==> src/rtl/pipeline_sched.sv <==
// pipeline_sched: hazard and stall control for a five-stage in-order pipeline.
//
// A per-register scoreboard tracks writes still in flight. No forwarding is
// provided, so a decode-stage instruction that reads an in-flight register
// waits in ID while bubbles go into EX.
//
// Each cycle falls into exactly one case, in priority order:
//   FREEZE   - memory is busy. Everything up to EX/MEM holds. WB gets a bubble.
//   REDIRECT - EX resolved a misprediction. IF/ID and ID/EX are flushed.
//   STALL    - a RAW hazard in decode. A bubble goes into EX.
//   ADVANCE  - normal flow. A valid decode instruction issues.
// Issuing HALT moves the FSM to DRAIN. DRAIN waits until the scoreboard is
// empty and memory is idle, then enters HALTED. Only reset leaves HALTED.
//
// Ports:
//   clk, reset            rising-edge clock; asynchronous active-low reset
//   id_valid              decode stage holds a valid instruction
//   id_rs_a/_b, *_use     source registers and whether each one is read
//   id_rd, id_rd_write    destination register and write flag
//   id_is_halt            decode instruction is HALT
//   ex_mispredict         EX jump misprediction (meaningful only if !mem_busy)
//   mem_busy              MEM needs another cycle
//   en_*                  stage register enables
//   flush_*               load a bubble into the stage register
//   issue                 decode instruction advances to EX this cycle
//   halted                registered: machine halted and drained
//   stall_cnt             registered: hazard-stall cycles, saturating

module pipeline_sched (
    input  logic        clk,
    input  logic        reset,
    input  logic        id_valid,
    input  logic [2:0]  id_rs_a,
    input  logic [2:0]  id_rs_b,
    input  logic        id_rs_a_use,
    input  logic        id_rs_b_use,
    input  logic [2:0]  id_rd,
    input  logic        id_rd_write,
    input  logic        id_is_halt,
    input  logic        ex_mispredict,
    input  logic        mem_busy,
    output logic        en_pc,
    output logic        en_ifid,
    output logic        en_idex,
    output logic        en_exmem,
    output logic        en_memwb,
    output logic        flush_ifid,
    output logic        flush_idex,
    output logic        flush_exmem,
    output logic        flush_memwb,
    output logic        issue,
    output logic        halted,
    output logic [15:0] stall_cnt
);

    typedef enum logic [1:0] {RUN, DRAIN, HALTED} state_t;

    state_t          state_q, state_nxt;
    logic [7:0][1:0] cnt_q, cnt_nxt;
    logic [15:0]     stall_cnt_q;
    logic            halted_q;
    logic            hazard;
    logic            all_clear;
    logic            cnt_dec;
    logic            cnt_set;
    logic            stall_inc;

    function automatic logic [15:0] sat_inc16(input logic [15:0] v);
        return (v == 16'hFFFF) ? v : v + 16'd1;
    endfunction

    assign hazard    = id_valid & ((id_rs_a_use & (cnt_q[id_rs_a] != 2'd0)) |
                                   (id_rs_b_use & (cnt_q[id_rs_b] != 2'd0)));
    assign all_clear = (cnt_q == '0);

    // Cycle classification, outputs and next state
    always_comb begin
        en_pc       = 1'b1;
        en_ifid     = 1'b1;
        en_idex     = 1'b1;
        en_exmem    = 1'b1;
        en_memwb    = 1'b1;
        flush_ifid  = 1'b0;
        flush_idex  = 1'b0;
        flush_exmem = 1'b0;
        flush_memwb = 1'b0;
        issue       = 1'b0;
        cnt_dec     = 1'b1;
        cnt_set     = 1'b0;
        stall_inc   = 1'b0;
        state_nxt   = state_q;

        if (!reset) begin
            // During reset the pipeline sees plain ADVANCE control.
            issue   = id_valid;
            cnt_dec = 1'b0;
        end else begin
            case (state_q)
                RUN, DRAIN: begin
                    if (mem_busy) begin
                        en_pc       = 1'b0;
                        en_ifid     = 1'b0;
                        en_idex     = 1'b0;
                        en_exmem    = 1'b0;
                        flush_memwb = 1'b1;
                        cnt_dec     = 1'b0;
                    end else if (state_q == DRAIN) begin
                        en_pc      = 1'b0;
                        en_ifid    = 1'b0;
                        flush_idex = 1'b1;
                        if (all_clear)
                            state_nxt = HALTED;
                    end else if (ex_mispredict) begin
                        flush_ifid = 1'b1;
                        flush_idex = 1'b1;
                    end else if (hazard) begin
                        en_pc      = 1'b0;
                        en_ifid    = 1'b0;
                        flush_idex = 1'b1;
                        stall_inc  = 1'b1;
                    end else begin
                        issue   = id_valid;
                        cnt_set = id_valid & id_rd_write;
                        if (id_valid && id_is_halt)
                            state_nxt = DRAIN;
                    end
                end
                default: begin
                    en_pc    = 1'b0;
                    en_ifid  = 1'b0;
                    en_idex  = 1'b0;
                    en_exmem = 1'b0;
                    en_memwb = 1'b0;
                    cnt_dec  = 1'b0;
                end
            endcase
        end
    end

    // Scoreboard update. A new write overrides that entry's decrement.
    // The entry reads 3, 2 and 1 on the cycles after the producer issues.
    always_comb begin
        cnt_nxt = cnt_q;
        for (int r = 0; r < 8; r++) begin
            if (cnt_dec && (cnt_q[r[2:0]] != 2'd0))
                cnt_nxt[r[2:0]] = cnt_q[r[2:0]] - 2'd1;
        end
        if (cnt_set)
            cnt_nxt[id_rd] = 2'd3;
    end

    // State registers
    always_ff @(posedge clk or negedge reset) begin
        if (!reset) begin
            state_q     <= RUN;
            cnt_q       <= '0;
            stall_cnt_q <= '0;
            halted_q    <= 1'b0;
        end else begin
            state_q  <= state_nxt;
            cnt_q    <= cnt_nxt;
            halted_q <= (state_nxt == HALTED);
            if (stall_inc)
                stall_cnt_q <= sat_inc16(stall_cnt_q);
        end
    end

    assign stall_cnt = stall_cnt_q;
    assign halted    = halted_q;

endmodule
==> config.mk <==
export PLATFORM = sky130hd
export DESIGN_NAME = pipeline_sched
export DESIGN_NICKNAME = d
export VERILOG_FILES = /design/src/rtl/pipeline_sched.sv
export SDC_FILE = /design/constraint.sdc
export NUM_CORES = 1
export LEC_CHECK = 0
export ABC_AREA = 1
export CAP_MARGIN = 5
export CORE_AREA = 2 2 73 144
export CTS_CLUSTER_SIZE = 20
export DETAILED_ROUTE_END_ITERATION = 8
export DIE_AREA = 0 0 75 146
export GPL_ROUTABILITY_DRIVEN = 0
export PLACE_DENSITY_LB_ADDON = 0.08
export SYNTH_ARGS = -nofsm -noshare
export SYNTH_HDL_FRONTEND = slang
export SYNTH_SLANG_ARGS = --single-unit
==> constraint.sdc <==
create_clock -name clk -period 1.7 [get_ports clk]
set_clock_uncertainty 0.05 [all_clocks]
set_input_delay 0.34 -clock clk [delete_from_list [all_inputs] [get_ports clk]]
set_output_delay 0.34 -clock clk [all_outputs]
set_load 0.01 [all_outputs]
# Word level (Yosys, flattened, before mapping)
# Cells that the tools add are included.
[word_totals] reg_bits=35 output_inout_bits=27 in_bits=18
[op_classes] eq_ne=3 n_bitwise=7 n_mux=66 magnitude_cmp=4 n_reduce_logical=24 addsub=9
[ops] operator="two-way mux 1 bit" count=43
[ops] operator="two-way mux 2 bit" count=19
[ops] operator="nonzero test 2 bit" count=10
[ops] operator="adder 16 x 1 -> 16 bit (second input constant)" count=1
[ops] operator="equality test 16 bit (second input constant)" count=1
[ops] operator="zero test 16 bit" count=1
[ops] operator="two-way mux 16 bit" count=1
[ops] operator="bitwise OR 16 bit" count=1
[ops] operator="subtractor 2 x 1 -> 2 bit (second input constant)" count=8
[ops] operator="binary-select mux 2 bit (select 3 bit)" count=2
[ops] operator="< comparator 3 x 4 -> 1 bit (second input constant)" count=3
[ops] operator="logical AND 1 bit" count=10
[ops] operator="demux 2 bit (select 3 bit)" count=1
[ops] operator="bitwise AND 1 bit" count=4
[ops] operator="greater-or-equal comparator 3 x 1 -> 1 bit (second input constant)" count=1
[ops] operator="equality test 2 x 1 -> 1 bit (second input constant)" count=1
[ops] operator="equality test 2 bit (second input constant)" count=1
[ops] operator="zero test 2 bit" count=1
[ops] operator="AND reduction 2 bit" count=1
[ops] operator="OR reduction 2 bit" count=1
[ops] operator="inverter 1 bit" count=1
[ops] operator="bitwise OR 1 bit" count=1

# Longest topological paths before layout
# Gate-level depths: netlist of run 1.
[depth] ltp_word=13 mapped_depth=10 mapped_depth_nobuf=9

# Worst setup path before layout of run 1
# No wires, ideal clock.
[synth_timing] path_kind="register to output" startpoint="reg cnt_q[0] (netlist bit)" endpoint="out en_pc" arrival_ps=1545 t_required_ps=1310 path_stages_with_launch=11 setup_slack_ps=-235 cell_sequence="dfrtp_1 nor2_1 nand2_1 nand3_1 nand3_1 nand3_1 nand2_2 nand2_1 nor2_1 o21ai_0 buf_4"
[synth_via] elab_chain_cells=12
[synth_lines] item="start, declared" line="59" rtl="logic [7:0][1:0] cnt_q, cnt_nxt;"
[synth_lines] item="start signal, assigned" line="161" rtl="cnt_q <= cnt_nxt;"
[synth_lines] item="binary-select mux 2 bit (select 3 bit), on equally long branches" line="72, 73"
[synth_lines] item="two-way mux 2 bit, on equally long branches" line="72, 73"
[synth_lines] item="nonzero test 2 bit, on equally long branches" line="72, 73"
[synth_lines] item="bitwise AND 1 bit, on equally long branches" line="72, 73"
[synth_lines] item="bitwise OR 1 bit *" line="72" rtl="assign hazard = id_valid & ((id_rs_a_use & (cnt_q[id_rs_a] != 2'd0)) |"
[synth_lines] item="bitwise AND 1 bit *" line="72"
[synth_lines] item="two-way mux 1 bit * (6 in series)"
[synth_lines] item="end, declared" line="42" rtl="output logic en_pc,"
# Every way passes the cells marked *; elsewhere a longest branch is shown, timed or not. The select of a mux whose other input is x is not followed.

# Worst setup path after layout of run 1
[layout_timing] startpoint="reg cnt_q[11] (netlist bit)" endpoint="out en_ifid"
[layout_via] elab_chain_cells=12
[layout_lines] item="binary-select mux 2 bit (select 3 bit), on equally long branches" line="72, 73"
[layout_lines] item="two-way mux 2 bit, on equally long branches" line="72, 73"
[layout_lines] item="nonzero test 2 bit, on equally long branches" line="72, 73"
[layout_lines] item="bitwise AND 1 bit, on equally long branches" line="72, 73"
[layout_lines] item="bitwise OR 1 bit *" line="72"
[layout_lines] item="bitwise AND 1 bit *" line="72"
[layout_lines] item="two-way mux 1 bit *" line="116" rtl="end else if (hazard) begin"
[layout_lines] item="two-way mux 1 bit *" line="113" rtl="end else if (ex_mispredict) begin"
[layout_lines] item="two-way mux 1 bit *" line="107" rtl="end else if (state_q == DRAIN) begin"
[layout_lines] item="two-way mux 1 bit *" line="100" rtl="if (mem_busy) begin"
[layout_lines] item="two-way mux 1 bit *" line="98" rtl="case (state_q)"
[layout_lines] item="two-way mux 1 bit *" line="93" rtl="if (!reset) begin"
[layout_lines] item="end, declared" line="43" rtl="output logic en_ifid,"
# Marks and branches as above.

==> summary.txt, run 1 <==
STA
  • Setup_tns: -4480 ps
  • Final period utilization: 1.20
  • Final Max Tran Viols: 0
  • Worst Setup Slack, final: -333 ps
  • Endpoints failing setup: 36
  • Final Critical Period: 2030 ps
  • Final hold viol count: 0
  • Hold slack: 47.2 ps
  • RSZ-0062 raised after global routing: yes
  • Max Freq: 492 MHz

GRT
  • M2 GR Usage: 0.310
  • Largest net degree at the start of global routing: 32
  • Initial antenna violation count: 0
  • GR Util met1: 0.153
  • Gr busiest metal: met2
  • GRT Total Usage: 0.160
  • Overflow after GRT: 0
  • Met3 Use GR: 0.0291
  • First-pass GRT wire length: 13000 um
  • Vias in the first global route: 2629

Die
  • Num rows: 51
  • Die height: 146 um
  • Starting density of the core: 0.246
  • DIE AREA: 11000 um^2
  • CORE AREA: 9760 um^2
  • Die width: 75 um
  • I/O Pins: 45

Placed design
  • DP Wirelength: 5710 um
  • Pre-CTS setup slack: -896 ps
  • I/O Buffers: 43

Critical path
  • RR Endpoint: cnt_q[0]
  • Worst path depth: 11
  • Setup crit start kind: flop
  • CP Buf/Inv Count: 2
  • Worst path cell trace: nor2_2, buf_6, nand2_2, nand3_2, nand3_2, nand3_2, nand2_2, nand2_2, nor2_2, o21ai_2, buf_2
  • Critical Path Max Stage Delay: 390 ps
  • Crit path DAT: 1640 ps
  • Setup crit start: cnt_q[11]
  • CP Capture Type: output pin
  • Crit path kind: flop to output pin
  • Critical-path maximum fanout: 2
  • Reg2Reg Setup Slack: -160 ps
  • CP top delay family: simple AND/OR/NAND/NOR gates
  • CP max stage cell: dfrtp_1
  • R2R cell count: 12
  • Worst Path Required: 1310 ps
  • FF-to-FF Start: cnt_q[11]

Routing
  • Drt total wl: 7920 um
  • Drt wl/cell: 14.0 um
  • TritonRoute pass-1 iters: 4
  • Routed vias/inst: 4.29
  • Routed Antenna Nets: 0
  • Post-route DRC: 0
  • DRT iter0 DRCs: 90
  • Via count: 2424

Synthesis
  • Cell with the most instances after synthesis: nand2_1
  • Syn Area/Cell: 7.47 um^2
  • Synth top cells by count: nand2_1, inv_1, dfrtp_1
  • Commonest register cell after synthesis: dfrtp_1
  • Yosys reg bits: 35
  • Top-area cell type share of the netlist area: 0.364
  • Post-synth EDFFs: 0
  • Yosys cell types: 30
  • Top cells by area, synth: dfrtp_1, nand2_1, inv_1
  • Async SR Flop Fraction: 1.00
  • Register area share after synthesis: 0.364
  • Mapped cell area: 2400 um^2
  • Syn_nets: 349
  • Yosys top cell by area: dfrtp_1
  • Synth Instances: 322
  • Synth warn: 0

Clock network
  • CTS Root Cell: clkbuf_16
  • Num CTS Buffers: 5
  • CTS sink cnt: 35
  • Number of H-tree levels: 2
  • TritonCTS clock tree: done
  • Clock transition at path regs: 60 ps
  • Later-pin clock latency in the skew report: 290 ps
  • Buffer depth of the longest clock path: 2

Flow run
  • Max cap viols: 0

Final layout
  • Layout Nets: 459
  • Area of the multi-input gates: 1500 um^2
  • Filler cells: 1030
  • Antenna cell count: 0
  • Register area: 882 um^2
  • Area Overhead vs Synth: 63.5%
  • Layout cells sized above 1: 0.400

Pwr
  • Cell Pwr Density: 1120 nW/um^2
  • Worst IR drop on VDD: 0.000704 V
  • Lkg Pwr: 0.00200 uW

Outcome
  • Failing checks: negative setup slack
  • Run status: finished, violations left

Worst hold path
  • Min-delay worst type: input port to asynchronous set/reset pin
[flip-flops by register name (all words and copies together) (netlist names)]
name	cells
state_q	2
cnt_q	16
stall_cnt	16
halted	1
[worst reg2reg max path: stages (launching register included)]
cell,delay (ps)
dfrtp_1,390
nor2_2,140
buf_6,130
nand2_2,50
nand3_2,60
nand3_2,60
nand3_2,80
nand2_2,60
buf_4,140
buf_6,120
nor2_4,190
nand4_1,210
nand2_1,110
[where the power goes]
part,internal (uW),switching (uW)
sequential,1040,144
clock,730,384
combinational,1080,1040
[cells in the final DEF, fill, tap and decap left out, drive strengths merged, types with 10 or more instances in the layout]
cell	synthesis	final
dfrtp	35	35
inv	62	62
nand3	29	29
xor2	16	16
clkdlybuf4s50	0	16
a21oi	11	11
buf	7	74
nand2	69	69
nor2	36	36
nand4	11	11
o21ai	17	17
dlygate4sd2	0	10
[cells by family (layout without fill, tap and decap cells)]
logic type / count (synthesis) / count (layout) / synth area share
flops: 35 / 35 / 0.364
xor+xnor: 23 / 23 / 0.0869
compound gates: 30 / 30 / 0.0858
buf+inv: 70 / 181 / 0.124
simple gates: 154 / 154 / 0.291
other cells: 1 / 1 / 0.00156
fa+ha+maj: 9 / 9 / 0.0468
[layer usage]
metal	up-vias	share of wire
met3	9	0.032
met5	-	0
met1	1147	0.35
met2	37	0.59
li1	1231	-
met4	0	0.024
[cell type report]
type / count / area share
inverters: 62 / 0.0592
clock inverters: 2 / 0.00891
flip-flops and latches: 35 / 0.224
repair buffers: 111 / 0.249
multi-input cells: 217 / 0.381
well taps: 132 / 0.0420
clock buffers: 6 / 0.0353
[worst max-delay path by stage]
stage / endpoint / slack, ps
floorplan: en_pc / -40
global placement: en_ifid / -890
detailed placement: en_ifid / -900
CTS: en_ifid / -370
global route: en_ifid / -460
finish: en_ifid / -330
[through the flow]
stage	cell area, um^2	power, uW	instances	utilization
3_5_place_dp	3380	2960	547	0.346
6_report	3930	4410	565	0.403
2_1_floorplan	2410	2000	322	-
5_1_grt	3930	4750	565	0.403
4_1_cts	3870	4360	565	0.396
3_3_place_gp	3380	2960	547	0.346
[timing repair]
action	CTS	global route
hold buffers	0	0
resized for setup	107	44
endpoints found under the setup margin	50	49
pin swaps	28	15
cloned	3	0
buffers inserted	9	4
(Power assumes the default switching activity.)
==> inputs of run 2 (changes only) <==
Settings changed: SKIP_LAST_GASP from default to 1, TNS_END_PERCENT from default to 20.
==> run 2 against run 1 <==
Compared with the run above:
- global-route usage decreased by 0.46 points
- worst setup slack got worse by 15 ps
- cell area decreased by 1.7%
- clock power about the same
- die area unchanged
- power increased by 2.9%
- core utilization decreased by 0.70 points
- non-clock buffer count decreased by 2
- critical endpoint unchanged
- the run still ends with negative setup slack left
==> summary.txt, run 2 (synthesis gave the netlist of run 1 again) <==
Clock network
  • Clock transition at path regs: 60 ps (about the same)
  • CTS sink cnt: 35 (unchanged)
  • Number of H-tree levels: 2 (unchanged)
  • Later-pin clock latency in the skew report: 290 ps (about the same)
  • CTS Root Cell: clkbuf_16 (unchanged)
  • Buffer depth of the longest clock path: 2 (unchanged)
  • TritonCTS clock tree: done (unchanged)
  • Hold-fix buffers, CTS: 0 (unchanged)
  • Num CTS Buffers: 5 (unchanged)

Routing
  • Via count: 2413 (was 2424)
  • Routed vias/inst: 4.29 (about the same)
  • Drt total wl: 7840 um (was 7920 um)
  • Routed Antenna Nets: 0 (unchanged)
  • Post-route DRC: 0 (unchanged)
  • TritonRoute pass-1 iters: 4 (unchanged)
  • DRT iter0 DRCs: 79 (was 90)
  • Drt wl/cell: 13.9 um (was 14.0 um)

Critical path
  • Critical Path Max Stage Delay: 390 ps (about the same)
  • Crit path DAT: 1660 ps (was 1640 ps)
  • CP Buf/Inv Count: 2 (unchanged)
  • FF-to-FF Start: cnt_q[11] (unchanged)
  • CP Capture Type: output pin (unchanged)
  • Crit path kind: flop to output pin (unchanged)
  • Worst Path Required: 1310 ps (about the same)
  • R2R cell count: 13 (was 12)
  • Critical-path maximum fanout: 3 (was 2)
  • CP max stage cell: dfrtp_1 (unchanged)
  • Setup crit start kind: flop (unchanged)
  • Worst path cell trace: nor2_2, buf_6, nand2_2, nand3_2, nand3_2, nand3_2, nand2_2, nand2_2, nor2_2, o21ai_2, buf_2 (unchanged)
  • RR Endpoint: stall_cnt[12] (was cnt_q[0])
  • Reg2Reg Setup Slack: -80 ps (was -160 ps)
  • CP top delay family: simple AND/OR/NAND/NOR gates (unchanged)

Pwr
  • Worst IR drop on VDD: 0.000696 V (was 0.000704 V)
  • Cell Pwr Density: 1180 nW/um^2 (was 1120 nW/um^2)
  • Lkg Pwr: 0.00183 uW (was 0.00200 uW)

Outcome
  • Failing checks: negative setup slack (unchanged)
  • Run status: finished, violations left (unchanged)

STA
  • Worst Setup Slack, final: -348 ps (was -333 ps)
  • Final Critical Period: 2050 ps (was 2030 ps)
  • Max Freq: 488 MHz (was 492 MHz)
  • Final hold viol count: 0 (unchanged)
  • Final Max Tran Viols: 0 (unchanged)
  • Hold slack: 23.1 ps (was 47.2 ps)
  • RSZ-0062 raised after global routing: yes (unchanged)
  • Endpoints failing setup: 33 (was 36)
  • Final period utilization: 1.20 (about the same)

Flow run
  • Max cap viols: 0 (unchanged)

Final layout
  • Layout cells sized above 1: 0.362 (was 0.400)
  • Antenna cell count: 0 (unchanged)
  • Final Core Density: 0.396 (was 0.403)
  • Layout Nets: 457 (was 459)
  • Area Overhead vs Synth: 60.7% (was 63.5%)
  • Most frequent cells in the layout: nand2_1, buf_4, inv_1, dfrtp_1, clkdlybuf4s50_1 (was buf_4, nand2_1, inv_1, dfrtp_1, nor2_1)
  • Most common cell after layout, fill and taps aside: nand2_1 (was buf_4)

Die
  • Die width: 75 um (unchanged)
  • DIE AREA: 11000 um^2 (unchanged)
  • Num rows: 51 (unchanged)
  • CORE AREA: 9760 um^2 (unchanged)
  • Starting density of the core: 0.246 (unchanged)
  • Die height: 146 um (unchanged)
  • I/O Pins: 45 (unchanged)

GRT
  • First-pass GRT wire length: 12600 um (was 13000 um)
  • GR Util met1: 0.145 (was 0.153)
  • M2 GR Usage: 0.302 (was 0.310)
  • Initial antenna violation count: 0 (unchanged)
  • Met3 Use GR: 0.0284 (was 0.0291)
  • Vias in the first global route: 2564 (was 2629)
  • Overflow after GRT: 0 (unchanged)
  • GRT Total Usage: 0.155 (was 0.160)
  • Gr busiest metal: met2 (unchanged)
  • Largest net degree at the start of global routing: 32 (unchanged)

Placed design
  • I/O Buffers: 43 (unchanged)
  • Pre-CTS setup slack: -896 ps (unchanged)
  • DP Wirelength: 5710 um (unchanged)

Worst hold path
  • Min-delay worst type: input port to asynchronous set/reset pin (unchanged)
-- run 2: cell types whose count changed in the layout (fill, tap and decap cells not counted), sizes merged --
cell	previous run	this run
clkbuf	8	6
dlygate4sd2	10	6
buf	74	72
dlymetal6s2s	7	0
clkdlybuf4s50	16	29
-- run 2: worst max path at each step --
stage / start / end / depth (start not counted)
finish: cnt_q[11] / en_ifid / 11
global route: cnt_q[11] / en_ifid / 11
CTS: cnt_q[10] / en_ifid / 11
detailed placement: id_rs_b[0] / en_ifid / 11
global placement: id_rs_a[0] / en_ifid / 11
floorplan: cnt_q[0] / en_pc / 10
-- run 2: layout make-up --
cell class	count	area (um^2)
fillers	1037	5900
multi-input cells	217	1460
repair buffers	109	950
flip-flops and latches	35	876
inverters	62	240
well taps	132	165
clock buffers	6	139
clock inverters	2	35.0
-- run 2: stage by stage --
stage               TNS, ps  total power [uW]  cells  cell area (um^2)
floorplan             -38.7              2000    322              2410
global placement     -21830              2960    547              3380
detailed placement   -21380              2960    547              3380
CTS                   -3980              4230    561              3750
global route          -7200              4910    563              3860
finish                -2350              4540    563              3860
-- run 2: power breakdown --
group	leakage, uW	switching [uW]	total [uW]	internal (uW)
sequential	0.000470	143	1180	1040
combinational	0.00127	1100	2260	1160
clock	0.0000868	374	1100	730
total	0.00183	1620	4540	2920
-- run 2: metal layers --
layer / wire, um / part of all wire
met5: 0 / 0
met4: 269 / 0.034
met3: 295 / 0.038
met2: 4580 / 0.59
met1: 2690 / 0.34
-- run 2: what timing repair did --
item                                    CTS  global route
pin swaps                                19            12
gates cloned                              2             0
gates resized for setup                  70            37
setup buffers                             6             5
endpoints found under the setup margin   50            55
==> inputs of run 3 (changes only) <==
Settings changed: REMOVE_ABC_BUFFERS from default to 1.
==> run 3 against run 2 <==
Compared with the run above:
- the flow still finishes with violations (negative setup slack)
- final cell count down 0.53%
- register-to-register slack worse by 30 ps
- critical path depth down 1
- maximum frequency up 0.38%
- non-clock buffer count down 2
- cell area down 3.5%
- sequential cell count unchanged
- worst hold slack better by 180 ps
- critical path type unchanged
- largest cell class unchanged
==> summary.txt, run 3 (synthesis gave the netlist of run 1 again) <==
Die
  • Num rows: 51 (unchanged)
  • DIE AREA: 11000 um^2 (unchanged)
  • Starting density of the core: 0.246 (unchanged)
  • I/O Pins: 45 (unchanged)
  • Die width: 75 um (unchanged)
  • Die height: 146 um (unchanged)
  • CORE AREA: 9760 um^2 (unchanged)

STA
  • Hold slack: 199 ps (was 23.1 ps)
  • Endpoints failing setup: 32 (was 33)
  • Worst Setup Slack, final: -341 ps (was -348 ps)
  • Final Critical Period: 2040 ps (was 2050 ps)
  • Least-Margin Pin Slew: 544 ps
  • Final hold viol count: 0 (unchanged)
  • RSZ-0062 raised after global routing: yes (unchanged)
  • Final Max Tran Viols: 0 (unchanged)
  • Max Freq: 490 MHz (was 488 MHz)
  • Setup_tns: -3060 ps (was -2350 ps)
  • Final period utilization: 1.20 (about the same)
  • Slew margin rel.: 0.636

Clock network
  • Buffer depth of the longest clock path: 2 (unchanged)
  • TritonCTS clock tree: done (unchanged)
  • CTS sink cnt: 35 (unchanged)
  • Clock transition at path regs: 60 ps (about the same)
  • Number of H-tree levels: 2 (unchanged)
  • Num CTS Buffers: 5 (unchanged)
  • Later-pin clock latency in the skew report: 280 ps (was 290 ps)
  • CTS Root Cell: clkbuf_16 (unchanged)

Final layout
  • Most common cell after layout, fill and taps aside: nand2_1 (unchanged)
  • Final Core Density: 0.382 (was 0.396)
  • Area Overhead vs Synth: 55.1% (was 60.7%)
  • Most frequent cells in the layout: nand2_1, inv_1, buf_4, dfrtp_1, clkdlybuf4s50_1 (was nand2_1, buf_4, inv_1, dfrtp_1, clkdlybuf4s50_1)
  • Filler cells: 1042 (was 1037)
  • Layout Nets: 455 (was 457)
  • Layout cells sized above 1: 0.292 (was 0.362)
  • Antenna cell count: 0 (unchanged)

Pwr
  • Net Sw Frac: 0.367 (was 0.357)
  • Sequential share of power: 0.303 (was 0.260)
  • Net Switching: 1440 uW (was 1620 uW)
  • Logic pwr share: 0.460 (was 0.497)
  • Lkg Pwr: 0.00179 uW (was 0.00183 uW)
  • Cell Pwr Density: 1050 nW/um^2 (was 1180 nW/um^2)
  • Int Power: 2490 uW (was 2920 uW)
  • PnR Total Power: 3930 uW (was 4540 uW)
  • Worst IR drop on VDD: 0.000391 V (was 0.000696 V)
  • Clock Power Share: 0.237 (was 0.243)

GRT
  • Overflow after GRT: 0 (unchanged)
  • Initial antenna violation count: 0 (unchanged)
  • Largest net degree at the start of global routing: 22 (was 32)
  • Vias in the first global route: 2496 (was 2564)
  • First-pass GRT wire length: 12700 um (was 12600 um)
  • GRT Total Usage: 0.161 (was 0.155)

Critical path
  • Crit path kind: flop to output pin (unchanged)
  • Crit path DAT: 1650 ps (was 1660 ps)
  • Reg2Reg Setup Slack: -110 ps (was -80 ps)
  • Critical-path maximum fanout: 2 (was 3)
  • R2R cell count: 13 (unchanged)
  • Setup crit start kind: flop (unchanged)
  • CP Capture Type: output pin (unchanged)
  • Worst Path Required: 1310 ps (about the same)

Routing
  • Routed vias/inst: 4.31 (was 4.29)
  • Routed Antenna Nets: 0 (unchanged)
  • DRT iter0 DRCs: 51 (was 79)
  • Drt total wl: 8100 um (was 7840 um)
  • Post-route DRC: 0 (unchanged)
  • Via count: 2414 (was 2413)
  • Drt wl/cell: 14.5 um (was 13.9 um)
  • TritonRoute pass-1 iters: 4 (unchanged)

Worst hold path
  • Min-delay worst type: input port to asynchronous set/reset pin (unchanged)

Outcome
  • Failing checks: negative setup slack (unchanged)
  • Run status: finished, violations left (unchanged)

Flow run
  • Max cap viols: 0 (unchanged)

Placed design
  • I/O Buffers: 43 (unchanged)
  • DP Wirelength: 6070 um (was 5710 um)
## run 3: cell count changes in the layout (fill, tap and decap cells not counted), sizes merged
cell,delta
dlygate4sd3,+2
buf,-4
bufinv,-1
## run 3: through the flow
step           setup WS (ps)  area (um^2)  instances
2_1_floorplan           -362         2340        314
3_3_place_gp            -914         3340        542
3_5_place_dp            -989         3340        542
4_1_cts                 -399         3640        554
5_1_grt                 -438         3730        560
6_report                -341         3730        560
## run 3: path summary, 6_finish.rpt
check                                end      from
min reg2reg                     cnt_q[5]  cnt_q[5]
max reg2reg                stall_cnt[11]  cnt_q[7]
max                                en_pc  cnt_q[7]
max in group asynchronous       cnt_q[4]     reset
min in group clk                cnt_q[5]  cnt_q[5]
min                           state_q[0]     reset
## run 3: metal layers
metal  vias up  global-route usage  part of all wire
met5         -                   0                 0
met2        54               0.321              0.60
met1      1120               0.143              0.34
met4         0              0.0714             0.033
met3        16              0.0263             0.031
li1       1224                   -                 -
## run 3: area by class of cell
cell class	instances	area, um^2	share of cell area
Inverter	62	233	0.0624
Multi-Input combinational cell	217	1360	0.365
Timing Repair Buffer	107	951	0.255
Clock inverter	1	5.00	0.00134
Sequential cell	35	876	0.235
Tap cell	132	165	0.0443
Clock buffer	6	139	0.0372
## run 3: worst max-delay path, stage by stage, from the launching register on
cell     delay, ps
dfrtp_1        400
nor2_4         170
nand2_1         70
nand3_1         70
nand3_1         90
nand3_2        100
nand2_2         80
nand2_2         80
nor2_2          40
o21ai_2        110
buf_2          140
## run 3: repair_timing
item                       4_1_cts  5_1_grt
setup endpoints to repair       49       57
pin swaps                       19        7
hold endpoints to repair         5        0
hold buffers                     2        0
cloned                           3        0
resized for setup               53       23
setup buffers                    3        7
## run 3: power groups by stage
stage | logic (uW) | clock network (uW) | registers, uW
floorplan | 788 | 0 | 1190
global placement | 1770 | 0 | 1160
detailed placement | 1780 | 0 | 1160
CTS | 1800 | 977 | 1190
global route | 2040 | 1000 | 1220
finish | 1810 | 930 | 1190
